## src/rtl/twoway_valid_ready_trace_tap.sv

```systemverilog
// Zero-latency valid/ready pass-through that logs every completed handshake
// as {timestamp, payload} into a small circular FIFO with selectable full policy.
module twoway_valid_ready_trace_tap #(
  parameter int DATA_WIDTH   = 64,
  parameter int TS_WIDTH     = 32,
  parameter int LOG_DEPTH    = 8,
  parameter bit DROP_ON_FULL = 1'b0
) (
  input  logic                               clk,
  input  logic                               rst,
  input  logic                               log_en,
  input  logic                               in_valid,
  output logic                               in_ready,
  input  logic [DATA_WIDTH-1:0]              in_data,
  output logic                               out_valid,
  input  logic                               out_ready,
  output logic [DATA_WIDTH-1:0]              out_data,
  output logic                               log_valid,
  input  logic                               log_ready,
  output logic [TS_WIDTH+DATA_WIDTH-1:0]     log_data,
  output logic [$clog2(LOG_DEPTH):0]         log_count,
  output logic [15:0]                        drop_count
);

  localparam int AW = $clog2(LOG_DEPTH);
  localparam int CW = AW + 1;

  logic [TS_WIDTH-1:0]            ts;
  logic [TS_WIDTH+DATA_WIDTH-1:0] mem [LOG_DEPTH];
  logic [AW-1:0]                  wr_ptr;
  logic [AW-1:0]                  rd_ptr;
  logic [CW-1:0]                  count;
  logic                           full;
  logic                           block;
  logic                           fire;
  logic                           push;
  logic                           pop;
  logic                           drop;

  // Valid/ready contract on all three channels: a transfer happens in a cycle
  // exactly when valid && ready; valid never waits on ready. full is taken from
  // the registered count only, so log_ready never reaches in_ready/out_valid.
  assign full  = !rst && (count == CW'(LOG_DEPTH));
  assign block = log_en && full && !DROP_ON_FULL;

  assign out_valid = in_valid && !block;
  assign in_ready  = out_ready && !block;
  assign out_data  = in_data;
  assign fire      = in_valid && in_ready;

  assign push = fire && log_en && !full;
  assign drop = fire && log_en && full;
  assign pop  = log_valid && log_ready;

  assign log_valid = (count != '0);
  assign log_data  = mem[rd_ptr];
  assign log_count = count;

  always_ff @(posedge clk) begin
    if (rst) begin
      ts         <= '0;
      wr_ptr     <= '0;
      rd_ptr     <= '0;
      count      <= '0;
      drop_count <= '0;
    end else begin
      ts <= ts + TS_WIDTH'(1);
      if (push) wr_ptr <= wr_ptr + AW'(1);
      if (pop)  rd_ptr <= rd_ptr + AW'(1);
      case ({push, pop})
        2'b10:   count <= count + CW'(1);
        2'b01:   count <= count - CW'(1);
        default: count <= count;
      endcase
      if (drop && (drop_count != 16'hFFFF)) drop_count <= drop_count + 16'd1;
    end
  end

  // Storage carries no reset; occupancy and pointers define what is valid.
  always_ff @(posedge clk) begin
    if (!rst && push) mem[wr_ptr] <= {ts, in_data};
  end

endmodule

```

## config.mk

```make
export PLATFORM = sky130hd
export DESIGN_NAME = twoway_valid_ready_trace_tap
export DESIGN_NICKNAME = d
export VERILOG_FILES = /design/src/rtl/twoway_valid_ready_trace_tap.sv
export SDC_FILE = /design/constraint.sdc
export NUM_CORES = 1
export LEC_CHECK = 0
export BUFFER_PORTS_ARGS = -buffer_cell sky130_fd_sc_hd__buf_2
export CORE_MARGIN = 2
export CORE_UTILIZATION = 40
export DETAILED_ROUTE_END_ITERATION = 6
export PLACE_DENSITY_LB_ADDON = 0.25
export SLEW_MARGIN = 5
export SYNTH_ARGS = -nofsm -noshare
export SYNTH_HDL_FRONTEND = slang
export SYNTH_SLANG_ARGS = --single-unit
```

## constraint.sdc

```tcl
create_clock -name clk -period 13.57 [get_ports clk]
set_input_delay 0 -clock clk [delete_from_list [all_inputs] [get_ports clk]]
set_output_delay 0 -clock clk [all_outputs]
set_load 0.01 [all_outputs]
```

==> results of run 1 <==
==> flip-flops by register name, indices dropped and copies added (netlist names), named ones only <==
register    cells
drop_count     16
log_count       4
mem           768
rd_ptr          3
ts             32
wr_ptr          3
==> per-stage QoR <==
stage,worst slack [ns],instance area (sq um),power (uW)
after floorplan,1.742,31760,3518
after global placement,9.229,33810,3765
after detailed placement,9.230,33810,3768
after CTS,8.533,37300,6105
after global routing,8.261,37300,6258
final,8.820,37300,6009
==> worst max-delay path: cells and delay by family, from the launching register on <==
kind     cells  cell delay (ns)
buf+inv      4             2.50
mux          2             0.88
flops        1             0.62
==> metal layers <==
metal / vias to the layer above / part of all wire / GRT usage
met2: 349 / 0.49 / 0.2712
li1: 6591 / - / -
met1: 8125 / 0.44 / 0.2158
met5: - / 0 / 0
met4: 0 / 0.020 / 0.04804
met3: 101 / 0.050 / 0.03086
==> power groups by stage <==
stage / clock, uW / combinational (uW) / sequential [uW]
after floorplan: 0 / 659 / 2860
after global placement: 0 / 882 / 2880
after detailed placement: 0 / 884 / 2880
after CTS: 2370 / 903 / 2830
after global routing: 2470 / 954 / 2830
final: 2310 / 873 / 2830
==> cells in the mapped netlist, drive strengths merged, types with 12 or more instances <==
master	number	area share
nor2b	19	0.0037
mux2	97	0.034
buf	97	0.020
or4	12	0.0028
edfxtp	768	0.73
dfxtp	61	0.038
nand3	18	0.0030
nor2	28	0.0033
nand2	15	0.0018
mux4	192	0.14
a21oi	21	0.0033
clkbuf	35	0.0041
==> path summary, 6_finish.rpt <==
check,startpoint,end,depth (start not counted)
max,flop,log_data[38],6
min,in_data[62],mem[6][62],2
max reg2reg,log_count[1],mem[0][41],6
min reg2reg,drop_count[5],drop_count[5],1
==> kinds of logic (layout without fill, tap and decap cells) <==
logic type	Yosys count	count (layout)	synth area share
adders and majority gates	6	6	0.002364
and+or+nand+nor	134	134	0.02380
AOI/OAI and AO/OA	44	44	0.008076
muxes	290	290	0.1709
DFF	829	829	0.7646
buffers and inverters	139	513	0.02506
xor gates and xnor gates	19	19	0.005240
==> layout make-up <==
cell class | count | area, sq um
repair buffers | 345 | 2130
flip-flops and latches | 829 | 24290
inverters | 7 | 26.28
well taps | 1050 | 1314
clock inverters | 48 | 450.4
multi-input cells | 493 | 6730
fillers | 6459 | 41440
clock buffers | 113 | 2357
==> timing repair <==
| item | 4_1_cts | 5_1_grt |
|---|---|---|
| hold endpoints to repair | 558 | 0 |
| buffers inserted | 0 | 0 |
| hold buffers | 68 | 0 |
==> results.md, run 1 <==
* Area growth, synth to finish at 17.45%
* Main flop type after synthesis: edfxtp_1
* Register clock-pin slew on the reported worst setup and hold paths at 0.06 ns
* DR vias/cell at 5.257
* Crit path DAT at 4.75 ns
* Setup Total Neg Slack at 0 ns
* I/O pins at 253
* Slew @ Worst Pin at 1.110 ns
* Max incr delay on CP at 0.87 ns
* Req. time, crit path at 13.57 ns
* Critical path, cell by cell: buf_4, buf_4, buf_4, mux4_2, mux2_2, buf_2
* Peak supply drop at 0.09303 mV
* Vias at 15166
* DRC viols at 0
* First-pass GRT wire length at 99.48 mm
* FP Rows at 103
* Final non-filler cell total at 2885
* Post-detail-place hpwl at 34.82 mm
* DR pass1 iterations at 5
* R2r setup slk at 10.10 ns
* Final worst path period share at 0.3500
* IO buf count at 252
* Synthesized area at 0.03176 sq mm
* Die area at 0.08167 sq mm
* CTS resizes at 0
* Post-Route WL at 65.91 mm
* Sw Share at 0.2357
* Synthesized instance count at 1461
* Vias in the first global route at 16040
* Hold Vio Cnt, Final at 0
* ANT nets after route at 0
* DR WL/cell at 22.85 um
* Syn avg cell area at 21.74 sq um
* P_int at 4593 uW
* Worst rel slew slack at 0.2601
* N_diodes at 0
* Gr ovfl total at 0
* FFs w/ async S/R, synth at 0
* # setup viols final at 0
* Combinational fraction of design power at 0.145
* Crit end category: output pin
* Synth Warn # at 0
* All-Layer GR Usage at 0.1618
* CP dominant cell by count: buf_4
* Die width at 285.8 um
* Most frequent cells in the layout: edfxtp_1 (768), buf_2 (252), mux4_2 (192)
* H-tree level count at 3
* CTS root buffer: clkbuf_16
* RSZ-0062 raised after global routing: no
* Register bit count reported by yosys at 829
* Net Switching at 1416 uW
* Seq/Total Area, Yosys at 0.7646
* Post-synth EDFFs at 768
* Layout cells sized above 1 at 0.3826
* Largest net degree at the start of global routing at 64
* Syn nets at 1537
* Fmax at 0.2105 GHz
* Part of the power in the clock network at 0.384
* Sink Count at 829
* Final Hold Slack at 0.1648 ns
* Startpoint types: flop
* Status: finished clean
* CTS tree: yes
* Starting Density at 0.4033
* CTS max path bufs at 3
* Final core utilization at 0.4737
* Core ar. at 0.07874 sq mm
* Max-slew violation count at 0
* Hold WC Path Type: in -> reg
* Inserted Clock Buffers at 88
* Placed cells at 2656
* Max Clock Skew at 0.02851 ns
* Synth cell types at 42
* Worst-Skew Late Latency at 0.65 ns
* Pwr/cell area at 161.1 mW/mm^2
* Maxcap violations at 0
* Initial antenna violation count at 2
* DIE HEIGHT at 285.8 um
* GPL Wtd Cong at 0.7020
* Leading cell type in the layout, fill and taps excluded: edfxtp_1
* Min cycle time layout at 4.750 ns
* Slowest cell on crit path: buf_4
* Crit path kind: reg -> out
* Crit-path max FO at 47
* Nets at 1840
* Leak at 0.01198 uW
* Iter 0 DRT Violations at 1202
* Reg power frac at 0.471
Power figures use the tool's default switching activity.
==> inputs of run 2 (changes only) <==
--- a/config.mk
+++ b/config.mk
@@ -5,6 +5,7 @@
 export SDC_FILE = /design/constraint.sdc
 export NUM_CORES = 1
 export LEC_CHECK = 0
+export ABC_AREA = 1
 export BUFFER_PORTS_ARGS = -buffer_cell sky130_fd_sc_hd__buf_2
 export CORE_MARGIN = 2
 export CORE_UTILIZATION = 40
==> constraint.sdc (replaced) <==
create_clock -name clk -period 4.3 [get_ports clk]
set_input_delay 0 -clock clk [delete_from_list [all_inputs] [get_ports clk]]
set_output_delay 0 -clock clk [all_outputs]
set_load 0.01 [all_outputs]
==> results.md, run 2 <==
* Status: complete, but fails checks
* First-pass GRT wire length at 122.6 mm (+23%)
* Hold Vio Cnt, Final at 0 (unchanged)
* Layout cells sized above 1 at 0.1451 (-0.2375)
* GPL Wtd Cong at 0.8781 (+25%)
* Peak supply drop at 0.3769 mV (+310%)
* Max incr delay on CP at 0.71 ns (-0.16 ns)
* CP delay by family, top: compound AO/OA/AOI/OAI gates
* Max Clock Skew at 0.02252 ns (-0.005994 ns)
* Most frequent cells in the layout: edfxtp_1 (768), nor2_1 (749), buf_2 (252)
* Post-layout instance area at 0.03796 sq mm (+1.8%)
* H-tree level count at 3 (unchanged)
* Register clock-pin slew on the reported worst setup and hold paths at 0.06 ns (about the same)
* Largest net degree at the start of global routing at 164 (+160%)
* Main flop type after synthesis: edfxtp_1
* Synthesized instance count at 2630 (+80%)
* Area growth, synth to finish at 16.14%
* Main combinational cell family by area after synthesis: simple AND/OR/NAND/NOR gates
* Biggest register: mem
* Count leader, synth: edfxtp_1
* WP depth at 6 (unchanged)
* Area leader, netlist: edfxtp_1
* Synthesized area at 0.03269 sq mm (+2.9%)
* Pwr/cell area at 562.9 mW/mm^2 (+250%)
* Crit-path max FO at 155 (+230%)
* CTS root buffer: clkbuf_16
* Adder-cell share of the synthesized area at 0.002297 (-0.00006705)
* Maxcap violations at 0 (unchanged)
* Simple-gate portion of the synthesized area at 0.1048 (+0.08101)
* Crit end category: output pin
* Seq/Total Area, Yosys at 0.7429 (-0.02169)
* Top flop regs: mem x768, ts x32, drop_count x16
* Crit path buffers/inverters at 2 (-2)
* Initial antenna violation count at 3 (+1)
* Final non-filler cell total at 3984 (+38%)
* Max-slew violation count at 0 (unchanged)
* Iter 0 DRT Violations at 1787 (+49%)
* Synth Warn # at 0 (unchanged)
* Syn nets at 2706 (+76%)
* Vias in the first global route at 20947 (+31%)
* DR WL/cell at 20.02 um (-12%)
* ANT nets after route at 0 (unchanged)
* I/O pins at 253 (unchanged)
* Die area at 0.08402 sq mm (+2.9%)
* Register bit count reported by yosys at 829 (unchanged)
* Leading cell type in the layout, fill and taps excluded: edfxtp_1
* Crit path DAT at 3.39 ns (-1.36 ns)
* Post-Route WL at 79.75 mm (+21%)
* Req. time, crit path at 4.30 ns (-9.27 ns)
* Syn avg cell area at 12.43 sq um (-43%)
* Min cycle time layout at 3.391 ns
* Synth cell types at 28 (-33%)
* Vias at 20986 (+38%)
* Die width at 289.9 um (+1.4%)
* Worst R2R Path Depth at 5 (-1)
* Fmax at 0.2949 GHz
* Gr ovfl total at 0 (unchanged)
* Number of flip-flops in the largest register at 768 (unchanged)
* All-Layer GR Usage at 0.1866 (+0.02479)
* DR vias/cell at 5.268 (+0.20%)
* Leak at 0.01265 uW (+5.6%)
* Nets at 2933 (+59%)
* # setup viols final at 0 (unchanged)
* Failing checks: design-rule violations
* IO buf count at 252 (unchanged)
* Sink Count at 829 (unchanged)
* Startpoint types: flop
* Placed cells at 3762 (+42%)
* Crit path kind: reg -> out
* DIE HEIGHT at 289.9 um (+1.4%)
* Proportion of synthesized area in mux cells at 0 (-0.1709)
* DRC viols at 1 (+1)
* DR pass1 iterations at 7 (+2)
* FP Rows at 104 (+0.97%)
* Critical path, cell by cell: buf_12, o21ai_0, o22ai_1, nor2_1, a31oi_1, buf_2
* Area contributors post-synth: edfxtp_1 (71%), nor2_1 (8.6%), dfxtp_1 (3.7%), o21ai_0 (3.4%), o21ai_1 (2.7%)
* Hold WC Path Type: in -> reg
* Starting Density at 0.4051 (+0.001815)
* Top cell type's share of synthesized area at 0.7056 (-0.02060)
* FFs w/ async S/R, synth at 0 (unchanged)
* Post-synthesis compound-gate area fraction at 0.1032 (+0.09516)
* Placed instance area at 0.03456 sq mm (+2.2%)
* Post-detail-place hpwl at 42.72 mm (+23%)
* Final worst path period share at 0.7887
* RSZ-0062 raised after global routing: no
* Slew @ Worst Pin at 1.115 ns (+0.005054 ns)
* Xor/xnor share of the synthesized area at 0.001608 (-0.003632)
* Inserted Clock Buffers at 87 (-1.1%)
* CTS max path bufs at 3 (unchanged)
* Worst-Skew Late Latency at 0.64 ns (about the same)
* CTS tree: yes
* Hold depth at 5 (+3)
* Worst rel slew slack at 0.2567 (-0.003369)
* Post-synth EDFFs at 768 (unchanged)
* Synth cell count leaders: edfxtp_1 (768), nor2_1 (752), o21ai_0 (224)
* Slowest cell on crit path: dfxtp_4
* Core ar. at 0.08068 sq mm (+2.5%)
==> run 2: changes by cell type after synthesis, sizes merged, moves of 72 or more <==
cell	before	now
o21ai	8	401
nor2	28	756
nand2	15	87
o22ai	0	96
mux4	192	0
mux2	97	0
a31oi	1	97
==> run 2: cell type report <==
class,instances,area [sq um]
diodes,2,5.005
clock buffers,113,2285
clock inverters,41,456.7
fillers,7095,42710
inverters,60,242.7
multi-input cells,1524,7007
flip-flops and latches,829,24290
well taps,1060,1326
repair buffers,355,2350
==> run 2: path summary, 6_finish.rpt <==
check                                   start       endpoint  slack (ns)
worst min register to register  drop_count[4]  drop_count[4]        0.42
worst max register to register   log_count[0]     mem[1][76]        1.53
worst min-delay path                out_ready      wr_ptr[0]        0.11
worst max-delay path                     flop   log_data[75]        0.91
==> run 2: stage by stage <==
step | util | total power (uW) | TNS, ns | setup WS (ns) | hold WS (ns)
floorplan | - | 12460 | -608.21 | -1.075 | 0.09177
global placement | 0.4283 | 14170 | 0 | 1.225 | 0.2826
detailed placement | 0.4283 | 14250 | 0 | 1.197 | 0.2854
CTS | 0.4705 | 21590 | 0 | 0.8689 | 0.08019
global route | 0.4705 | 22420 | 0 | 0.6450 | 0.1640
finish | 0.4705 | 21370 | 0 | 0.9086 | 0.1133
==> run 2: repair_timing <==
item,CTS,global route
hold buffers,66,0
endpoints found under the hold margin,552,0
buffers inserted,0,0
resized for setup,0,0
setup endpoints to repair,0,0
==> run 2: power by group <==
part	internal [uW]	switching [uW]
Sequential	8840	141
Clock	4240	3050
Combinational	1670	3440
==> run 2: worst reg2reg max path: stages (launching register included) <==
cell     delay [ns]
dfxtp_1        0.46
nor2_1         0.10
nand4_1        0.21
nand4_1        0.38
nor2_4         0.81
buf_4          0.47
==> run 2: per-layer routing <==
metal,global-route usage,vias to the layer above,share of wire
li1,-,9848,-
met1,0.2555,10350,0.44
met2,0.3038,645,0.47
met3,0.03248,143,0.060
met4,0.05983,0,0.023
met5,0,-,0
==> run 2: kinds of logic (layout without fill, tap and decap cells) <==
logic type,Yosys count,count (layout)
xor gates and xnor gates,6,6
AOI/OAI and AO/OA,625,625
other,0,2
adders and majority gates,6,6
DFF,829,829
and+or+nand+nor,887,887
buffers and inverters,277,569
